$ cat src/rtl/rv32i_types_pkg.sv
// Shared RV32I pipeline types: the M-extension op selector and the muldiv_unit sequencer states.
package rv32i_types;

    typedef enum logic [1:0] {
        m_mul = 2'b00,
        m_div = 2'b01,
        m_rem = 2'b10
    } m_ops;

    typedef enum logic [1:0] {
        IDLE  = 2'b00,
        CALC  = 2'b01,
        FIXUP = 2'b10,
        DONE  = 2'b11
    } muldiv_state_t;

    localparam int MULDIV_ITERS = 32;

endpackage

$ cat src/rtl/muldiv_unit_div_step.sv
// One restoring-division step: shift in the next dividend bit, subtract the divisor when it fits.
module muldiv_div_step #(
    parameter int WIDTH = 32
) (
    input  logic [WIDTH-1:0] rem_i,
    input  logic             dividend_bit_i,
    input  logic [WIDTH-1:0] divisor_i,
    output logic [WIDTH-1:0] rem_o,
    output logic             q_bit_o
);

    logic [WIDTH:0] shifted;
    logic [WIDTH:0] diff;

    always_comb begin
        shifted = {rem_i, dividend_bit_i};
        diff    = shifted - {1'b0, divisor_i};
        // A clear borrow bit means the divisor fit into the shifted remainder.
        q_bit_o = ~diff[WIDTH];
        rem_o   = q_bit_o ? diff[WIDTH-1:0] : shifted[WIDTH-1:0];
    end

endmodule

$ cat src/rtl/muldiv_unit.sv
// Iterative M-extension multiply/divide sequencer; MULDIV_EARLY_OUT_EN lets trivial cases skip CALC.
// state | meaning
// IDLE  | waiting for start; latches operand magnitudes, signs and special-case flags
// CALC  | one shift-add (mul) or restoring step (div/rem) per cycle, WIDTH cycles
// FIXUP | sign correction / special-case override, result registered
// DONE  | done pulse for one cycle
module muldiv_unit
    import rv32i_types::*;
#(
    parameter int WIDTH = MULDIV_ITERS
) (
    input  logic               clk,
    input  logic               rst,
    input  logic               start,
    input  logic               kill,
    input  m_ops               mulop,
    input  logic               rs1_signed,
    input  logic               rs2_signed,
    input  logic [WIDTH-1:0]   a,
    input  logic [WIDTH-1:0]   b,
    output logic               busy,
    output logic               done,
    output logic [2*WIDTH-1:0] mext_out
);

    localparam int CW = $clog2(WIDTH);
    localparam logic [CW-1:0] LAST_STEP = CW'(WIDTH - 1);

    muldiv_state_t      state_q, state_d;
    logic [CW-1:0]      count_q, count_d;
    logic [2*WIDTH-1:0] work_q, work_d;
    logic [WIDTH-1:0]   opnd_q, opnd_d;
    logic [WIDTH-1:0]   a_q, a_d;
    logic               is_div_q, is_div_d;
    logic               sign_a_q, sign_a_d;
    logic               sign_b_q, sign_b_d;
    logic               div_zero_q, div_zero_d;
    logic               div_ovf_q, div_ovf_d;
    logic               mul_zero_q, mul_zero_d;
    logic [2*WIDTH-1:0] result_q, result_d;

    logic               sign_a_in, sign_b_in, is_div_in;
    logic [WIDTH-1:0]   a_mag, b_mag;
    logic               div_zero_in, div_ovf_in, mul_zero_in, skip_calc;
    logic [WIDTH:0]     mul_sum;
    logic [2*WIDTH-1:0] mul_next, div_next;
    logic [WIDTH-1:0]   div_rem;
    logic               div_qbit;
    logic [WIDTH-1:0]   quo_fix, rem_fix;
    logic [2*WIDTH-1:0] prod_fix, fix_result;

    assign sign_a_in   = rs1_signed & a[WIDTH-1];
    assign sign_b_in   = rs2_signed & b[WIDTH-1];
    assign a_mag       = sign_a_in ? -a : a;
    assign b_mag       = sign_b_in ? -b : b;
    assign is_div_in   = (mulop != m_mul);
    assign div_zero_in = is_div_in && (b == '0);
    assign div_ovf_in  = is_div_in && rs1_signed && rs2_signed &&
                         (a == {1'b1, {(WIDTH-1){1'b0}}}) && (b == '1);
    assign mul_zero_in = !is_div_in && ((a == '0) || (b == '0));

`ifdef MULDIV_EARLY_OUT_EN
    assign skip_calc = div_zero_in || div_ovf_in || mul_zero_in;
`else
    assign skip_calc = 1'b0;
`endif

    // work_q holds {acc, multiplier} for mul and {remainder, dividend/quotient} for div.
    assign mul_sum  = {1'b0, work_q[2*WIDTH-1:WIDTH]} + (work_q[0] ? {1'b0, opnd_q} : '0);
    assign mul_next = {mul_sum, work_q[WIDTH-1:1]};

    muldiv_div_step #(.WIDTH(WIDTH)) u_div_step (
        .rem_i          (work_q[2*WIDTH-1:WIDTH]),
        .dividend_bit_i (work_q[WIDTH-1]),
        .divisor_i      (opnd_q),
        .rem_o          (div_rem),
        .q_bit_o        (div_qbit)
    );

    assign div_next = {div_rem, work_q[WIDTH-2:0], div_qbit};

    always_comb begin
        prod_fix = (sign_a_q ^ sign_b_q) ? -work_q : work_q;
        quo_fix  = (sign_a_q ^ sign_b_q) ? -work_q[WIDTH-1:0] : work_q[WIDTH-1:0];
        rem_fix  = sign_a_q ? -work_q[2*WIDTH-1:WIDTH] : work_q[2*WIDTH-1:WIDTH];
        if (div_zero_q)
            fix_result = {a_q, {WIDTH{1'b1}}};
        else if (div_ovf_q)
            fix_result = {{WIDTH{1'b0}}, 1'b1, {(WIDTH-1){1'b0}}};
        else if (mul_zero_q)
            fix_result = '0;
        else if (is_div_q)
            fix_result = {rem_fix, quo_fix};
        else
            fix_result = prod_fix;
    end

    always_comb begin
        state_d    = state_q;
        count_d    = count_q;
        work_d     = work_q;
        opnd_d     = opnd_q;
        a_d        = a_q;
        is_div_d   = is_div_q;
        sign_a_d   = sign_a_q;
        sign_b_d   = sign_b_q;
        div_zero_d = div_zero_q;
        div_ovf_d  = div_ovf_q;
        mul_zero_d = mul_zero_q;
        result_d   = result_q;
        if (kill) begin
            state_d = IDLE;
        end else begin
            unique case (state_q)
                IDLE: begin
                    if (start) begin
                        count_d    = '0;
                        work_d     = {{WIDTH{1'b0}}, (is_div_in ? a_mag : b_mag)};
                        opnd_d     = is_div_in ? b_mag : a_mag;
                        a_d        = a;
                        is_div_d   = is_div_in;
                        sign_a_d   = sign_a_in;
                        sign_b_d   = sign_b_in;
                        div_zero_d = div_zero_in;
                        div_ovf_d  = div_ovf_in;
                        mul_zero_d = mul_zero_in;
                        state_d    = skip_calc ? FIXUP : CALC;
                    end
                end
                CALC: begin
                    work_d  = is_div_q ? div_next : mul_next;
                    count_d = count_q + 1'b1;
                    if (count_q == LAST_STEP)
                        state_d = FIXUP;
                end
                FIXUP: begin
                    result_d = fix_result;
                    state_d  = DONE;
                end
                DONE: state_d = IDLE;
                default: state_d = IDLE;
            endcase
        end
    end

    always_ff @(posedge clk or posedge rst) begin
        if (rst) begin
            state_q    <= IDLE;
            count_q    <= '0;
            work_q     <= '0;
            opnd_q     <= '0;
            a_q        <= '0;
            is_div_q   <= 1'b0;
            sign_a_q   <= 1'b0;
            sign_b_q   <= 1'b0;
            div_zero_q <= 1'b0;
            div_ovf_q  <= 1'b0;
            mul_zero_q <= 1'b0;
            result_q   <= '0;
        end else begin
            state_q    <= state_d;
            count_q    <= count_d;
            work_q     <= work_d;
            opnd_q     <= opnd_d;
            a_q        <= a_d;
            is_div_q   <= is_div_d;
            sign_a_q   <= sign_a_d;
            sign_b_q   <= sign_b_d;
            div_zero_q <= div_zero_d;
            div_ovf_q  <= div_ovf_d;
            mul_zero_q <= mul_zero_d;
            result_q   <= result_d;
        end
    end

    assign busy     = (state_q == CALC) || (state_q == FIXUP);
    assign done     = (state_q == DONE);
    assign mext_out = result_q;

endmodule

$ cat config.mk
export PLATFORM = sky130hd
export DESIGN_NAME = muldiv_unit
export DESIGN_NICKNAME = d
export VERILOG_FILES = /design/src/rtl/rv32i_types_pkg.sv /design/src/rtl/muldiv_unit_div_step.sv /design/src/rtl/muldiv_unit.sv
export SDC_FILE = /design/constraint.sdc
export NUM_CORES = 1
export LEC_CHECK = 0
export CAP_MARGIN = 20
export CORE_ASPECT_RATIO = 0.6
export CORE_MARGIN = 2
export CORE_UTILIZATION = 45
export CTS_BUF_LIST = sky130_fd_sc_hd__clkbuf_4 sky130_fd_sc_hd__clkbuf_8
export DETAILED_ROUTE_END_ITERATION = 10
export PLACE_DENSITY = 0.7
export RECOVER_POWER = 25
export SLEW_MARGIN = 20
export SYNTH_ARGS = -nofsm -noshare
export SYNTH_HDL_FRONTEND = slang
export SYNTH_SLANG_ARGS = --single-unit
$ cat constraint.sdc
create_clock -name clk -period 7.5 [get_ports clk]
set_input_delay 1.5 -clock clk [delete_from_list [all_inputs] [get_ports clk]]
set_output_delay 1.5 -clock clk [all_outputs]
set_load 0.1 [all_outputs]
# Word-level counts from Yosys, hierarchy flattened
# Cells that the tools add are included.
classes:
  n_addsub: 8
  n_eq_ne: 9
  mux: 22
  n_bitwise: 5
  reduce_logical: 18
op_table:
  columns: ["cell", "n"]
  rows:
  - ["2-to-1 mux 64 bit", 7]
  - ["2-to-1 mux 32 bit", 8]
  - ["negator 32 bit", 4]
  - ["case mux 64 bit (2 select lines)", 1]
  - ["equality test 32 bit, second input constant", 2]
  - ["logical NOT 32 bit", 2]
  - ["negator 64 bit", 1]
  - ["adder 32 x 32 -> 33 bit", 1]
  - ["subtractor 33 x 32 -> 33 bit", 1]
  - ["case mux 5 bit (2 select lines)", 1]
  - ["case mux 2 bit (4 select lines)", 1]
  - ["logical AND 1 bit", 6]
  - ["2-to-1 mux 2 bit", 3]
  - ["inequality test 3 bit, second input constant", 2]
  - ["AND reduction 3 bit", 2]
  - ["adder 5 x 1 -> 5 bit, second input constant", 1]
  - ["equality test 5 bit, second input constant", 1]
  - ["2-to-1 mux 5 bit", 1]
  - ["equality test 2 bit, second input constant", 2]
  - ["AND reduction 2 bit", 2]
  - ["nonzero test 2 bit", 2]
  - ["AND 1 bit", 2]
  - ["equality test 2 x 1 -> 1 bit, second input constant", 1]
  - ["logical NOT 2 bit", 1]
  - ["other kinds (5)", 7]
word_totals:
  reg_bits: 205

# Depth between registers and ports, before layout
# Gate-level depths: netlist (run 1).
logic_depth:
  word_depth: 6
  depth_mapped: 14

# Hierarchy
# A second synthesis (run 1) with hierarchy kept.
hier_totals:
  cells_unflattened: 2091
  area_unflattened_um2: 16639.7
modules_own_cells:
  columns: ["mod", "n_inst", "cells_each", "area_each_um2", "seq_area_each_um2"]
  rows:
  - ["muldiv_unit", 1, 1786, 14281.2, 5129.9]
  - ["muldiv_div_step", 1, 305, 2358.5, 0.0]

# Worst setup path after synthesis (run 1)
# Ideal clock, no wire load.
synth_path:
  path_type: "input to register"
  from: "input a[2]"
  to: "register work_q[27]"
  setup_ps: 77
  arrival_ps: 3702
  setup_slack_ps: 3720
  stages: 9
  path_cell_list: "or4_1 nor4_4 nand4b_1 or2_2 o21ai_0 xnor2_1 nor2_1 or3_1 a21oi_1"
synth_between:
  elab_chain_len: 5
synth_rtl:
  columns: ["item", "line_no", "rtl"]
  rows:
  - ["start: declaration", "muldiv_unit.sv:19", "input logic [WIDTH-1:0] a,"]
  - ["negator 32 bit", "muldiv_unit.sv:54", "assign a_mag = sign_a_in ? -a : a;"]
  - ["2-to-1 mux 32 bit", "muldiv_unit.sv:54", null]
  - ["2-to-1 mux 32 bit", "muldiv_unit.sv:118", "work_d = {{WIDTH{1'b0}}, (is_div_in ? a_mag : b_mag)};"]
  - ["2-to-1 mux 64 bit", "muldiv_unit.sv:116", "if (start) begin"]
  - ["case mux 64 bit (2 select lines)", "muldiv_unit.sv:114", "unique case (state_q)"]
  - ["end signal: assignment", "muldiv_unit.sv:163", "work_q <= work_d;"]
  - ["end: declaration", "muldiv_unit.sv:31", "logic [2*WIDTH-1:0] work_q, work_d;"]
# No other way between the ends. The select of a mux whose other input is x is not followed.
# A chain may end at the register's enable or synchronous reset.

==> results.toml, run 1 <==
[floorplan]
die_w_um = 250.1
start_util_pct = 45.33
dieHeight_um = 151.7
coreArea_um2 = 36080
row_count = 54
die_area_um2 = 37940
io_pins = 138

[global_routing]
grt-ovfl-total = 0
grt_pass1_vias = 14728
antenna_found_initial = 4
grt.total_usage_pct = 32.57
grt_max_degree = 121
grt_first_pass_wirelength_um = 93120

[pwr]
power.switching_mw = 5.777
ir_drop_v = 0.0003358
seq_power_share_pct = 22.3
internal-power_mw = 4.523
p_total_mw = 10.30
p_leak_nw = 8.030
p_clk_share_pct = 11.2
switching_share_pct = 56.09
powerDensity_nw_per_um2 = 550.2
combPwrFrac_pct = 66.5

[clock_tree]
cts_sinks = 205
htreeDepth = 2
tritoncts = "done"
cts_resized = 0
clk_pin_slew_worst_paths_ns = 0.06
ctsHoldBuffers = 0
clk_latency_ns = 0.58
cts_buffer_depth = 3
post-cts-setup-buffer-count = 0
cts-root-buf = "clkbuf_8"
cts_buffers = 36

[drt]
vias_per_cell = 6.196
vias = 16276
wl_per_cell_um = 23.63
drc = 0
drt-total-wl_um = 62060
drt-pass1-iter-count = 5
drtIter0Drc = 2097
postRouteAntennaNets = 0

[worst_setup_path]
cp_slowest_stage_delay_ns = 2.89
critical_path.startpoint = "rst"
worst-path-buf-inv = 2
ff2ff_path_depth = 13
r2r_slack_ns = 2.90
crit_path_end_kind = "asynchronous set/reset pin"
cp_max_fo = 100
cp_data_required_time_ns = 7.19
cpMaxStageDelayCell = "inv_1"
cp-start-kind = "primary input"
crit_chain = "clkdlybuf4s50_1 > inv_1"
critPathKind = "primary input to asynchronous set/reset pin"
path_delay_family = "buffers and inverters"
r2r-start = "work_q[0]$_DFFE_PP0P_"
arrival_ns = 4.92
rr_endpoint = "work_q[55]$_DFFE_PP0P_"

[yosys]
ys_ff_latch = 205
synth_flop_cell = "dfrtp_1"
async_flop_share_pct = 100.0
synthTopCellsByArea = "dfrtp_1 (31%), a21oi_1 (7.6%), nor2_1 (7.0%), ha_1 (5.7%), o21ai_0 (4.9%)"
synth-edff-count = 0
synth_top_area_share_pct = 31.36
yosys_warnings = 0
syn_inst = 2060
yosysSeqAreaShare_pct = 31.36
synth.net_count = 2209
synth_largest_area_cell = "dfrtp_1"
syn_avg_cell_area_um2 = 7.940
yosysUniqueCellTypes = 83
syn-cell-area_um2 = 16360

[sta]
setup_slack_ns = 2.262
slew_headroom_pct = -177.8
hold_slack_ns = 0.4852
setup_violations = 0
worst_slew_pin_slew_ns = 4.167
period_share_pct = 69.84
finalClockSkew_ns = 0.04180
min_period_ns = 5.238
totalNegativeSetupSlack_ns = 0
final-hold-violation-count = 0
max_clock_freq_ghz = 0.1909
slew_violations = 158
rsz0062_at_grt = "no"

[final_layout]
layout_common_cells = "nor2_1 (301), a21oi_1 (248), dfrtp_1 (204)"
nNetsFinal = 2277
layout_commonest_cell = "nor2_1"
antenna_cells = 0
drive_gt1_share_pct = 7.717
area_growth_pct = 14.45
final_area_um2 = 18720

[run_status]
violations = "max-capacitance violations, max-slew violations"
status = "finished with violations"

[hold_path]
worstHoldStart = "mext_out[2]$_DFFE_PP0P_"
worstHoldEndpoint = "mext_out[2]$_DFFE_PP0P_"
hold_path_depth = 2
hold_path_class = "flip-flop to flip-flop"

[place]
post-place-ws_ns = 2.677
hpwl_um = 47350
dpl_cell_area_um2 = 17970
gp_congestion = 1.030
port_buffers = 137

[run]
cap_viol_max_count = 2
## sequential cells by signal, summed over array words and instances, names as in the netlist
signal,flops
a_q,32
count_q,5
div_ovf_q,1
div_zero_q,1
is_div_q,1
mext_out,64
mul_zero_q,1
opnd_q,32
sign_a_q,1
sign_b_q,1
state_q,2
work_q,64
## routing by layer
layer	GRT usage (%)	wire, µm	vias to the layer above
li1	-	-	7488
met1	49.04	29200	7861
met2	40.81	22280	862
met3	15.90	9707	63
met4	5.689	862	2
met5	0	9	-
## kinds of logic after synthesis
family | after synthesis | share of synthesized area, %
AO/OA/AOI/OAI | 648 | 23.89
flip-flops | 205 | 31.36
XOR/XNOR | 174 | 9.318
AND/OR/NAND/NOR | 691 | 19.74
adder cells (fa/ha/maj) | 77 | 5.982
multiplexers | 73 | 4.842
buffers and inverters | 192 | 4.865
## per-stage QoR
stage               util [%]  std cells
floorplan                  -       2060
global placement       49.81       2566
detailed placement     49.81       2566
CTS                    51.91       2627
global route           51.88       2627
finish                 51.88       2627
## layout make-up
type	count	area, µm²
Fill cell	3427	17360
Multi-Input combinational cell	1663	10460
Sequential cell	205	5131
Timing Repair Buffer	158	1538
Clock buffer	54	661.9
Tap cell	476	595.6
Inverter	64	240.2
Clock inverter	7	97.59
## power by group through the flow
stage	combinational (mW)	clock (mW)	sequential, mW
3_5_place_dp	6.69	0	2.27
4_1_cts	6.73	1.15	2.26
6_report	6.85	1.15	2.30
2_1_floorplan	3.92	0	3.19
5_1_grt	7.37	1.20	2.35
3_3_place_gp	6.61	0	2.25
## synthesized netlist by cell type (all sizes together) (17+ instances only)
| master | n |
|---|---|
| nor2 | 303 |
| a21oi | 248 |
| dfrtp | 205 |
| o21ai | 163 |
| nand2 | 162 |
| clkbuf | 103 |
| xor2 | 90 |
| xnor2 | 84 |
| ha | 75 |
| inv | 63 |
| mux2 | 49 |
| nor3 | 46 |
| a211oi | 31 |
| a21o | 29 |
| a31oi | 25 |
| mux2i | 24 |
| or3 | 24 |
| buf | 22 |
| nand3 | 22 |
| nand2b | 20 |
| nand4 | 20 |
| nor4 | 19 |
| o22ai | 19 |
| o211ai | 17 |
## worst max-delay path by stage
stage | to | slack, ns | depth (start not counted)
finish | work_q[62]$_DFFE_PP0P_ | 2.26 | 2
global route | work_q[48]$_DFFE_PP0P_ | 1.44 | 3
CTS | work_q[27]$_DFFE_PP0P_ | 3.21 | 10
detailed placement | work_q[27]$_DFFE_PP0P_ | 2.68 | 10
global placement | work_q[27]$_DFFE_PP0P_ | 2.66 | 10
floorplan | a_q[0]$_DFFE_PP0P_ | 0.40 | 1
Power figures use the tool's default switching activity.
==> run 2, diff against run 1 <==
clock period = 4.6 ns   (was 7.5 ns; I/O delays follow)
==> results.toml, run 2 (same netlist as run 1, synthesis figures left out) <==
[run_status]
status = "finished with violations"
violations = "max-capacitance violations, max-slew violations"

[drt]
top_layer_used = "met4"
wl_met2_um = 23030
vias_per_cell = 6.229
wl_met1_um = 28090
drtIter0Drc = 2093
drc = 0
drt-total-wl_um = 61880
wl_per_cell_um = 23.21
route.met3.wl_um = 10010
drt-pass1-iter-count = 5
postRouteAntennaNets = 0
vias = 16607

[final_layout]
layout_commonest_cell = "nor2_1"
layout_common_cells = "nor2_1 (302), a21oi_1 (248), dfrtp_1 (204)"
nNetsFinal = 2318
final_area_um2 = 19010
area_growth_pct = 16.26
antenna_cells = 0
drive_gt1_share_pct = 9.224

[clock_tree]
post-cts-setup-buffer-count = 0
clk_latency_ns = 0.56
cts_buffer_depth = 3
tritoncts = "done"
ctsHoldBuffers = 0
cts_resized = 0
cts_sinks = 205
cts_buffers = 35
clk_pin_slew_worst_paths_ns = 0.07
cts-root-buf = "clkbuf_8"
htreeDepth = 2

[sta]
slew_headroom_pct = -36.54
min_period_ns = 4.207
totalNegativeSetupSlack_ns = 0
setup_violations = 0
slew_violations = 38
max_clock_freq_ghz = 0.2377
rsz0062_at_grt = "no"
period_share_pct = 91.46
final-hold-violation-count = 0
worst_slew_pin_slew_ns = 2.048
finalClockSkew_ns = 0.03611

[worst_setup_path]
cp_max_fo = 15
cp-start-kind = "flip-flop"
endpoint = "work_q[55]$_DFFE_PP0P_"
ff2ff_path_depth = 13
crit_path_end_kind = "flip-flop"
rr_endpoint = "work_q[55]$_DFFE_PP0P_"
critPathKind = "flip-flop to flip-flop"
r2r-start = "work_q[0]$_DFFE_PP0P_"
r2r_slack_ns = 0.39
critical_path.startpoint = "work_q[0]$_DFFE_PP0P_"
arrival_ns = 4.69
cp_data_required_time_ns = 5.08

[place]
dpl_cell_area_um2 = 18320
port_buffers = 137
hpwl_um = 48270
gp_congestion = 1.047

[floorplan]
row_count = 54
die_area_um2 = 37940
coreArea_um2 = 36080
die_w_um = 250.1
start_util_pct = 45.33
dieHeight_um = 151.7
io_pins = 138

[hold_path]
hold_path_class = "flip-flop to flip-flop"

[global_routing]
grt_pass1_vias = 15035
grt-ovfl-total = 0
grt.total_usage_pct = 32.28
grt_max_degree = 118
grt_first_pass_wirelength_um = 92760
antenna_found_initial = 1

[pwr]
powerDensity_nw_per_um2 = 887.7
ir_drop_v = 0.0006439
p_leak_nw = 8.213

[run]
cap_viol_max_count = 1
-- run 2: cell types whose count changed in the layout (fill, tap and decap cells not counted), sizes merged --
cell	previous run	this run
clkdlybuf4s50	135	136
clkinvlp	1	2
bufinv	2	0
clkbuf	55	56
inv	65	63
clkinv	3	5
buf	20	59
dlygate4sd3	2	1
-- run 2: worst min path at each step --
stage / start / endpoint / slack [ns] / cells after the start
2_1_floorplan: a_q[1]$_DFFE_PP0P_ / a_q[1]$_DFFE_PP0P_ / 0.44 / 2
6_report: mext_out[3]$_DFFE_PP0P_ / mext_out[3]$_DFFE_PP0P_ / 0.48 / 2
5_1_grt: mext_out[0]$_DFFE_PP0P_ / mext_out[0]$_DFFE_PP0P_ / 0.52 / 2
3_5_place_dp: opnd_q[5]$_DFFE_PP0P_ / opnd_q[5]$_DFFE_PP0P_ / 0.47 / 2
3_3_place_gp: a_q[0]$_DFFE_PP0P_ / a_q[0]$_DFFE_PP0P_ / 0.46 / 2
4_1_cts: opnd_q[5]$_DFFE_PP0P_ / opnd_q[5]$_DFFE_PP0P_ / 0.48 / 2
-- run 2: final cells by class --
class	count	area, µm²
well taps	476	595.6
clock buffers	52	678.2
clock inverters	6	36.28
fillers	3430	17070
multi-input cells	1663	10450
inverters	64	241.5
flip-flops and latches	205	5131
repair buffers	200	1879
-- run 2: per-stage QoR --
step           instances  utilization, %  worst slack [ns]  hold WS, ns  power [mW]
2_1_floorplan       2060               -             1.022       0.4418       11.58
4_1_cts             2665           52.76            0.6728       0.4841       16.61
6_report            2666           52.70            0.3927       0.4834       16.88
3_5_place_dp        2607           50.78            0.2474       0.4705       14.82
3_3_place_gp        2607           50.78            0.2604       0.4641       14.61
5_1_grt             2666           52.70            0.2472       0.5164       17.86
-- run 2: power breakdown --
part	switching, mW	internal [mW]
clock	0.823	0.942
combinational	7.67	3.85
sequential	0.966	2.63
-- run 2: critical path, stage by stage, from the launching register on --
cell and delay [ns]:
dfrtp_1 0.49, inv_1 0.26, buf_4 0.29, nor2_1 0.08, ha_1 0.36, nand2b_1 0.12, a211oi_1 0.52, o21ai_0 0.29
a21boi_0 0.40, o21ai_0 0.29, o41ai_1 0.57, xor2_1 0.22, o21ai_0 0.09, o21ai_0 0.16
-- run 2: per-layer routing --
metal | track usage [%] | up-vias
li1 | - | 7570
met1 | 49.32 | 8013
met2 | 41.86 | 964
met3 | 13.26 | 60
met4 | 5.090 | 0
met5 | 0 | -
